[src/rtl/cc_attach_debounce_pkg.sv]
// Shared types and helpers for the Type-C CC attach/detach debounce front end.
// State encodings are one-hot so a corrupted register is easy to detect.
package cc_attach_debounce_pkg;

    typedef enum logic [3:0] {
        ST_UNATTACHED  = 4'b0001,
        ST_ATTACH_WAIT = 4'b0010,
        ST_ATTACHED    = 4'b0100,
        ST_DETACH_WAIT = 4'b1000
    } cc_state_e;

    localparam logic ORIENT_CC1 = 1'b0;
    localparam logic ORIENT_CC2 = 1'b1;

    // A valid attach candidate is exactly one CC line high.
    function automatic logic isCandidate(input logic s1, input logic s2);
        return s1 ^ s2;
    endfunction

    function automatic logic selectedLevel(input logic sel, input logic s1, input logic s2);
        return (sel == ORIENT_CC2) ? s2 : s1;
    endfunction

endpackage

[src/rtl/cc_sync2.sv]
// Two-flop synchroniser for one asynchronous comparator level, cleared by reset.
module cc_sync2 (
    input  logic clk,
    input  logic reset,
    input  logic d_i,
    output logic q_o
);

    logic meta_q;
    logic sync_q;

    always_ff @(posedge clk) begin
        if (reset) begin
            meta_q <= 1'b0;
            sync_q <= 1'b0;
        end else begin
            meta_q <= d_i;
            sync_q <= meta_q;
        end
    end

    assign q_o = sync_q;

endmodule

[src/rtl/cc_attach_debounce.sv]
// CC1/CC2 attach front end: synchronises raw comparator levels, debounces attach and
// detach, resolves orientation and presents a single clean attach line to the driver FSM.
module cc_attach_debounce
    import cc_attach_debounce_pkg::*;
#(
    parameter int DEBOUNCE_CYCLES = 16,
    parameter int DETACH_CYCLES   = 4,
    parameter int CNT_W           = 8
) (
    input  logic clk,
    input  logic reset,
    input  logic cc1_raw,
    input  logic cc2_raw,
    output logic CC1,
    output logic CC2,
    output logic attached,
    output logic orientation,
    output logic attach_event
);

    localparam logic [CNT_W-1:0] DEB_LAST = CNT_W'(DEBOUNCE_CYCLES - 1);
    localparam logic [CNT_W-1:0] DET_LAST = CNT_W'(DETACH_CYCLES - 1);
    localparam logic [CNT_W-1:0] CNT_MAX  = {CNT_W{1'b1}};

    logic s1;
    logic s2;

    cc_sync2 u_sync_cc1 (
        .clk   (clk),
        .reset (reset),
        .d_i   (cc1_raw),
        .q_o   (s1)
    );

    cc_sync2 u_sync_cc2 (
        .clk   (clk),
        .reset (reset),
        .d_i   (cc2_raw),
        .q_o   (s2)
    );

    cc_state_e        state_q, state_d;
    logic [CNT_W-1:0] cnt_q, cnt_d;
    logic             sel_q, sel_d;

    logic             attached_q, attached_d;
    logic             orient_q, orient_d;
    logic             cc1_q, cc1_d;
    logic             cc2_q, cc2_d;
    logic             event_q, event_d;

    logic             cand;
    logic             match;
    logic             selHigh;
    logic [CNT_W-1:0] cntInc;

    assign cand    = isCandidate(s1, s2);
    assign match   = cand && (s2 == sel_q);
    assign selHigh = selectedLevel(sel_q, s1, s2);
    assign cntInc  = (cnt_q == CNT_MAX) ? cnt_q : cnt_q + 1'b1;

    // Any pattern change during ATTACH_WAIT forces a full restart from UNATTACHED.
    always_comb begin
        state_d = state_q;
        cnt_d   = cnt_q;
        sel_d   = sel_q;
        case (state_q)
            ST_UNATTACHED: begin
                cnt_d = '0;
                if (cand) begin
                    state_d = ST_ATTACH_WAIT;
                    sel_d   = s2;
                end
            end
            ST_ATTACH_WAIT: begin
                if (!match) begin
                    state_d = ST_UNATTACHED;
                    cnt_d   = '0;
                end else if (cnt_q == DEB_LAST) begin
                    state_d = ST_ATTACHED;
                    cnt_d   = '0;
                end else begin
                    cnt_d = cntInc;
                end
            end
            ST_ATTACHED: begin
                cnt_d = '0;
                if (!selHigh) begin
                    state_d = ST_DETACH_WAIT;
                end
            end
            ST_DETACH_WAIT: begin
                if (selHigh) begin
                    state_d = ST_ATTACHED;
                    cnt_d   = '0;
                end else if (cnt_q == DET_LAST) begin
                    state_d = ST_UNATTACHED;
                    cnt_d   = '0;
                end else begin
                    cnt_d = cntInc;
                end
            end
            default: begin
                state_d = ST_UNATTACHED;
                cnt_d   = '0;
                sel_d   = ORIENT_CC1;
            end
        endcase
    end

    always_ff @(posedge clk) begin
        if (reset) begin
            state_q <= ST_UNATTACHED;
            cnt_q   <= '0;
            sel_q   <= ORIENT_CC1;
        end else begin
            state_q <= state_d;
            cnt_q   <= cnt_d;
            sel_q   <= sel_d;
        end
    end

    // Outputs are derived from the next state so they change on the same edge as it.
    always_comb begin
        attached_d = (state_d == ST_ATTACHED) || (state_d == ST_DETACH_WAIT);
        orient_d   = attached_d ? sel_d : ORIENT_CC1;
        cc1_d      = attached_d & ~orient_d;
        cc2_d      = attached_d & orient_d;
        event_d    = (state_q == ST_ATTACH_WAIT) && (state_d == ST_ATTACHED);
    end

    always_ff @(posedge clk) begin
        if (reset) begin
            attached_q <= 1'b0;
            orient_q   <= ORIENT_CC1;
            cc1_q      <= 1'b0;
            cc2_q      <= 1'b0;
            event_q    <= 1'b0;
        end else begin
            attached_q <= attached_d;
            orient_q   <= orient_d;
            cc1_q      <= cc1_d;
            cc2_q      <= cc2_d;
            event_q    <= event_d;
        end
    end

    assign CC1          = cc1_q;
    assign CC2          = cc2_q;
    assign attached     = attached_q;
    assign orientation  = orient_q;
    assign attach_event = event_q;

endmodule

[config.mk]
export PLATFORM = sky130hd
export DESIGN_NAME = cc_attach_debounce
export DESIGN_NICKNAME = d
export VERILOG_FILES = /design/src/rtl/cc_attach_debounce_pkg.sv /design/src/rtl/cc_sync2.sv /design/src/rtl/cc_attach_debounce.sv
export SDC_FILE = /design/constraint.sdc
export NUM_CORES = 1
export LEC_CHECK = 0
export BUFFER_PORTS_ARGS = -buffer_cell sky130_fd_sc_hd__buf_2
export CORE_AREA = 8 8 57 59
export CTS_CLUSTER_DIAMETER = 120
export DETAILED_ROUTE_END_ITERATION = 10
export DIE_AREA = 0 0 65 67
export PLACE_DENSITY = 0.58
export SYNTH_ARGS = -nofsm -noshare
export SYNTH_HDL_FRONTEND = slang
export SYNTH_SLANG_ARGS = --single-unit
[constraint.sdc]
create_clock -name clk -period 3.7 [get_ports clk]
set_clock_uncertainty 0.15 [all_clocks]
set_input_delay 0.185 -clock clk [delete_from_list [all_inputs] [get_ports clk]]
set_output_delay 0.185 -clock clk [all_outputs]
set_load 0.01 [all_outputs]
* Yosys cells after proc, flatten, opt, wreduce, memory -nomap -nowiden
Cells that the tools add are included.
** Storage, ports and cells
- Output and inout port bits :: 5
- Register bits :: 22
- Input bits :: 4
- Word-level logic and storage cells :: 48
** Operators by class
- Equal/unequal tests :: 10
- Bitwise gates (word level) :: 4
- Mux-type cells :: 17
- Add/sub/neg operators :: 1
- Reductions and logical operators :: 4
** Operators by type and width (count)
- 8-bit 2-to-1 mux :: 5
- 4-bit 2-to-1 mux :: 6
- 4-bit one-hot mux with 4 select lines :: 1
- 8-bit one-hot mux with 2 select lines :: 1
- 8-bit by 1-bit adder with 8-bit output, second input constant :: 1
- 4-bit by 3-bit equality test with 1-bit output, second input constant :: 2
- 4-bit equality test, second input constant :: 2
- 8-bit by 2-bit equality test with 1-bit output, second input constant :: 1
- 8-bit by 4-bit equality test with 1-bit output, second input constant :: 1
- 8-bit equality test, second input constant :: 1
- 4-bit by 1-bit equality test with 1-bit output, second input constant :: 1
- 4-bit by 2-bit equality test with 1-bit output, second input constant :: 1
- 1-bit 2-to-1 mux :: 3
- 3-bit OR reduction :: 1
- 1-bit AND :: 2
- 1-bit logical AND :: 2
- 1-bit one-hot mux with 2 select lines :: 1
- 1-bit equality test :: 1
- 1-bit logical OR :: 1
- 1-bit NOT :: 1
- 1-bit bitwise XOR :: 1

* Logic depth before layout (Yosys ltp)
- Word-level depth :: 9
- Mapped depth :: 5
- Gate-level depth less buffers :: 5

* Cells and area by module
Synthesis repeated with hierarchy kept, for this count alone.
** Unflattened totals
- Cell total of the unflattened synthesis :: 107
- Area, all modules :: 948.4 µm²
** By module, submodules not included
- cc_attach_debounce :: cells each 99, seq. area each 340.3 µm², area an instance 843.3 µm², instances 1
- cc_sync2 :: cells each 4, seq. area each 40.0 µm², area an instance 52.6 µm², instances 2

* Worst setup path before layout
Ideal clock, no wire load.
- Path kind :: reg-to-reg
- Start point :: register cnt_q[0]
- End point :: register orient_q (netlist: orientation)
- Path buffers :: 0
- Arrival time :: 1.637 ns
- Setup time :: 0.121 ns
- Stages on the path, launching flop included :: 6
- Slack :: 1.792 ns
- Cell sequence :: dfxtp_1 ha_1 or3b_2 or4_1 nand4_2 nor3_1
** Between the ends
- Cells in the longest elaborated chain, start to end :: 7
** Ends and longest elaborated chain
- start, declared :: line cc_attach_debounce.sv:43 : logic [CNT_W-1:0] cnt_q, cnt_d;
- start signal, assigned :: line cc_attach_debounce.sv:118 : cnt_q <= cnt_d;
- 8-bit by 2-bit equality test with 1-bit output or 8-bit by 4-bit equality test with 1-bit output (tied branches) :: line cc_attach_debounce.sv:96, cc_attach_debounce.sv:79
- 4-bit 2-to-1 mux (on tied branches) :: line cc_attach_debounce.sv:96, cc_attach_debounce.sv:79
- 4-bit 2-to-1 mux (on tied branches) :: line cc_attach_debounce.sv:93, cc_attach_debounce.sv:76
- 4-bit one-hot mux with 4 select lines * :: line cc_attach_debounce.sv:67 : case (state_q)
- 4-bit by 3-bit equality test with 1-bit output or 4-bit equality test (tied branches) :: line cc_attach_debounce.sv:125 : attached_d = (state_d == ST_ATTACHED) || (state_d == ST_DETACH_WAIT);
- 1-bit logical OR * :: line cc_attach_debounce.sv:125
- 1-bit 2-to-1 mux * :: line cc_attach_debounce.sv:126 : orient_d = attached_d ? sel_d : ORIENT_CC1;
- end signal, assigned :: line cc_attach_debounce.sv:141 : orient_q <= orient_d;
- end, declared :: line cc_attach_debounce.sv:47 : logic orient_q, orient_d;
Mark *: on every way between the ends. The rest lies on a longest branch, timed or not.
A chain may end at the register's enable or synchronous reset.

* Final worst setup path
- Start point :: register cnt_q[0]
- End point :: register cnt_q[4]
** Between the ends
- Cells in the longest elaborated chain, start to end :: 5
** Ends and longest elaborated chain
- 8-bit by 1-bit adder with 8-bit output or 8-bit equality test (tied branches) :: line cc_attach_debounce.sv:60 : assign cntInc = (cnt_q == CNT_MAX) ? cnt_q : cnt_q + 1'b1;
- 8-bit 2-to-1 mux :: line cc_attach_debounce.sv:60
- 8-bit 2-to-1 mux (on tied branches) :: line cc_attach_debounce.sv:96, cc_attach_debounce.sv:79
- 8-bit 2-to-1 mux (on tied branches) :: line cc_attach_debounce.sv:93, cc_attach_debounce.sv:76
- 8-bit one-hot mux with 2 select lines * :: line cc_attach_debounce.sv:67
Marks and branches as above.

==> results.toml <==
[yosys]
post_synth_main_area_contributors = "dfxtp_1 (41%), nor2_1 (4.8%), nor3_1 (3.9%)"
synth_area_sq_um = 1030
ys.warnings.count = 0
synth_common_cells = "dfxtp_1 (21), nor2_1 (13), nor3_1 (8), nand2_1 (7)"
synth_xor_area_frac = 0.0341
asyncSetResetFlopFracSynth = 0
synth.distinct_cells = 43
register_bit_total_from_synthesis = 21
synth.largest_area_cell = "dfxtp_1"
predominant_post_synthesis_flop_cell = "dfxtp_1"
ys_seq_area_frac = 0.409
synth_area_per_cell_sq_um = 9.60
synth.most_common_cell = "dfxtp_1"
synth_enable_flop_cells = 0
cell_count_after_synthesis = 107
largest_family_of_logic_cells_by_synthesized_area = "simple AND/OR/NAND/NOR gates"
post_synth_fa_ha_maj_area_fraction = 0.0122
share_of_the_synthesized_area_in_compound_gates_ao_oa_aoi_oai = 0.175
synth_fp_nets = 112
yosys.area.top_type_share = 0.409
synthSimpleGateAreaFrac = 0.320
post_synth_mux_area_share = 0.0305

[drt]
drc = 0
route.met3.wl_microns = 78
routed-via-count = 813
uppermost_metal_layer_occupied_by_signal_nets = "met4"
vias_per_cell = 5.46
routedLengthMet1_microns = 905
antenna_left = 0
routed_wl_microns = 1880
routed_length_per_placed_instance_microns = 12.6
met2_wl_microns = 859
detail_route.first_pass.iterations = 4
dr.first_iter.drc_count = 24

[global_routing]
grt_overflow_total = 0
grt_first_pass_wirelength_microns = 3240
grt_start_max_net_pins = 18
grt_util_all_layers = 0.0947
first_global_vias = 772
antenna_violations_before_repair = 0

[worst_setup_path]
timing.critical_path.depth = 5
crit_fanout = 6
required_ns = 3.77
crit_buf_inv = 0
endpoint_kind = "flop"
worstSetupPathType = "reg -> reg"
critPathMaxStageDelay_ns = 0.52
critPathMostFrequentCell = "nor3_1"
critical_path_top_delay_cell = "nor3_1"
worst-r2r-cell-count = 5
critical-path-top-delay-family = "simple AND/OR/NAND/NOR gates"
path_cells = "ha_1 -> nand2_1 -> nor3_1 -> nor3_1 -> a2111oi_4"
critPathArrivalTime_ns = 2.11
worstSetupStartpointType = "flop"

[floorplan]
chipWidth_microns = 65
floorplan.die.height_microns = 67
start_util = 0.434
core-area_sq_um = 2360
die_area_sq_um = 4360
boundaryPins = 9
rows = 18

[timing]
tightestPinTransition_ns = 0.566
max_freq_mhz = 490
final-max-slew-violation-count = 0
timing.final.setup_violations = 0
layout_min_cycle_time_ns = 2.04
fin_crit_sh = 0.552
rsz0062_at_grt = "false"
fin_setup_tns_ns = 0
timing.slew.headroom = 0.617
timing_hold_violations_final = 0

[status]
outcome = "finished, final reports clean"

[clock_tree]
clock_tree.buffer_depth = 2
tritoncts_num_sinks = 21
cts.clk_slew.worst_paths_ns = 0.12
clk_latency_ns = 0.31
clock_tree_from_tritoncts = "done"
htree_num_levels = 1
post-cts-setup-buffers = 0
cts_made_buffers = 3
clockRootBuffer = "clkbuf_4"

[finish]
area_added_between_synthesis_and_finish_pct = 11.1
seq_area_sq_um = 420
multi_input_area_sq_um = 588
layout.cells.non_filler = 149
final_layout_size_suffix_gt1_frac = 0.210
fill_cells = 229
nets = 125
antenna-diode-count = 0
design_area_sq_um = 1140

[pwr]
power.density_cell_area_nw_per_um2 = 338
comb_power_share = 0.086
clock_power_share = 0.293
internal_power_mw = 0.289
p_sw_frac = 0.249
power.switching_mw = 0.0960
share_seq_of_total_power = 0.620
power.leakage_nw = 0.405
vdd_ir_drop_max_uv = 270

[hold_path]
hold_path_depth = 2
hold_path.class = "in -> reg"

[place]
gp_congestion = 0.720
placed_insts = 143
dpl_cell_area_sq_um = 1090
hpwl_microns = 1330
place.port_buffers = 8

[job]
maxCapViolations = 0
## cell usage in the layout (no fill, tap or decap), types with 2 or more instances in the layout
master         netlist  final
nand2b_1             2      2
or3b_2               2      2
inv_1                2      2
dlygate4sd3_1        0      2
o21ai_0              3      3
nor3_1               8      8
nor2_1              13     13
nand2_1              7      7
nor4b_1              2      2
dfxtp_1             21     21
xor2_1               3      3
a21oi_1              2      2
clkbuf_4             0      3
mux2i_1              2      2
or4_1                2      2
nand3_1              5      5
nor2b_1              5      5
buf_2                0      8
## per-layer routing
metal  vias to the layer above  track usage
li1                        417            -
met1                       381        0.105
met2                        11        0.155
met3                         4       0.0285
met4                         0       0.0599
met5                         -            0
## state kept, by name (all words and copies together), names as in the netlist
signal	count
attach_event	1
CC1	1
attached	1
orientation	1
state_q	4
u_sync_cc2.meta_q	1
sel_q	1
u_sync_cc1.meta_q	1
u_sync_cc1.q_o	1
cnt_q	8
u_sync_cc2.q_o	1
## power groups by stage
stage | clock, mW | combinational [mW] | sequential (mW)
after floorplan | 0 | 0.0208 | 0.244
after global placement | 0 | 0.0315 | 0.243
after detailed placement | 0 | 0.0314 | 0.244
after CTS | 0.120 | 0.0332 | 0.239
after global routing | 0.127 | 0.0366 | 0.240
final | 0.113 | 0.0333 | 0.239
## metrics by stage
| step | setup slack, ns | hold slack [ns] | util | power (mW) |
|---|---|---|---|---|
| after floorplan | 1.79 | 0.0993 | - | 0.265 |
| after global placement | 1.71 | 0.250 | 0.462 | 0.275 |
| after detailed placement | 1.68 | 0.253 | 0.462 | 0.276 |
| after CTS | 1.65 | 0.100 | 0.483 | 0.393 |
| after global routing | 1.52 | 0.118 | 0.483 | 0.404 |
| final | 1.66 | 0.112 | 0.483 | 0.385 |
## final cells by class
cell class | instances | area share
Clock inverter | 1 | 0.00439
Tap cell | 30 | 0.0329
Clock buffer | 3 | 0.0197
Multi-Input combinational cell | 82 | 0.515
Sequential cell | 21 | 0.368
Inverter | 2 | 0.00658
Timing Repair Buffer | 10 | 0.0526
## worst register-to-register path, delay by kind of cell, from the launching register on
kind | cells | cell delay [ns]
compound gates | 1 | 0.27
fa+ha+maj | 1 | 0.31
flops | 1 | 0.39
simple gates | 3 | 0.84
## path summary, 6_finish.rpt
check	startpoint	endpoint	slack, ns
worst max-delay path	cnt_q[0]	cnt_q[4]	1.66
worst min register to register	u_sync_cc1.meta_q	u_sync_cc1.q_o	0.30
worst max register to register	cnt_q[0]	cnt_q[4]	1.66
worst min-delay path	reset	state_q[3]	0.11
## logic make-up after synthesis
family / after synthesis
flip-flops: 21
adder cells (fa/ha/maj): 1
XOR/XNOR: 4
AND/OR/NAND/NOR: 57
AO/OA/AOI/OAI: 17
multiplexers: 3
buffers and inverters: 4
## repair_timing
action | in CTS | in global routing
endpoints found under the hold margin | 2 | 0
gates resized for setup | 0 | 0
hold buffers | 2 | 0
No activity file was read; power rests on OpenSTA's default activity.
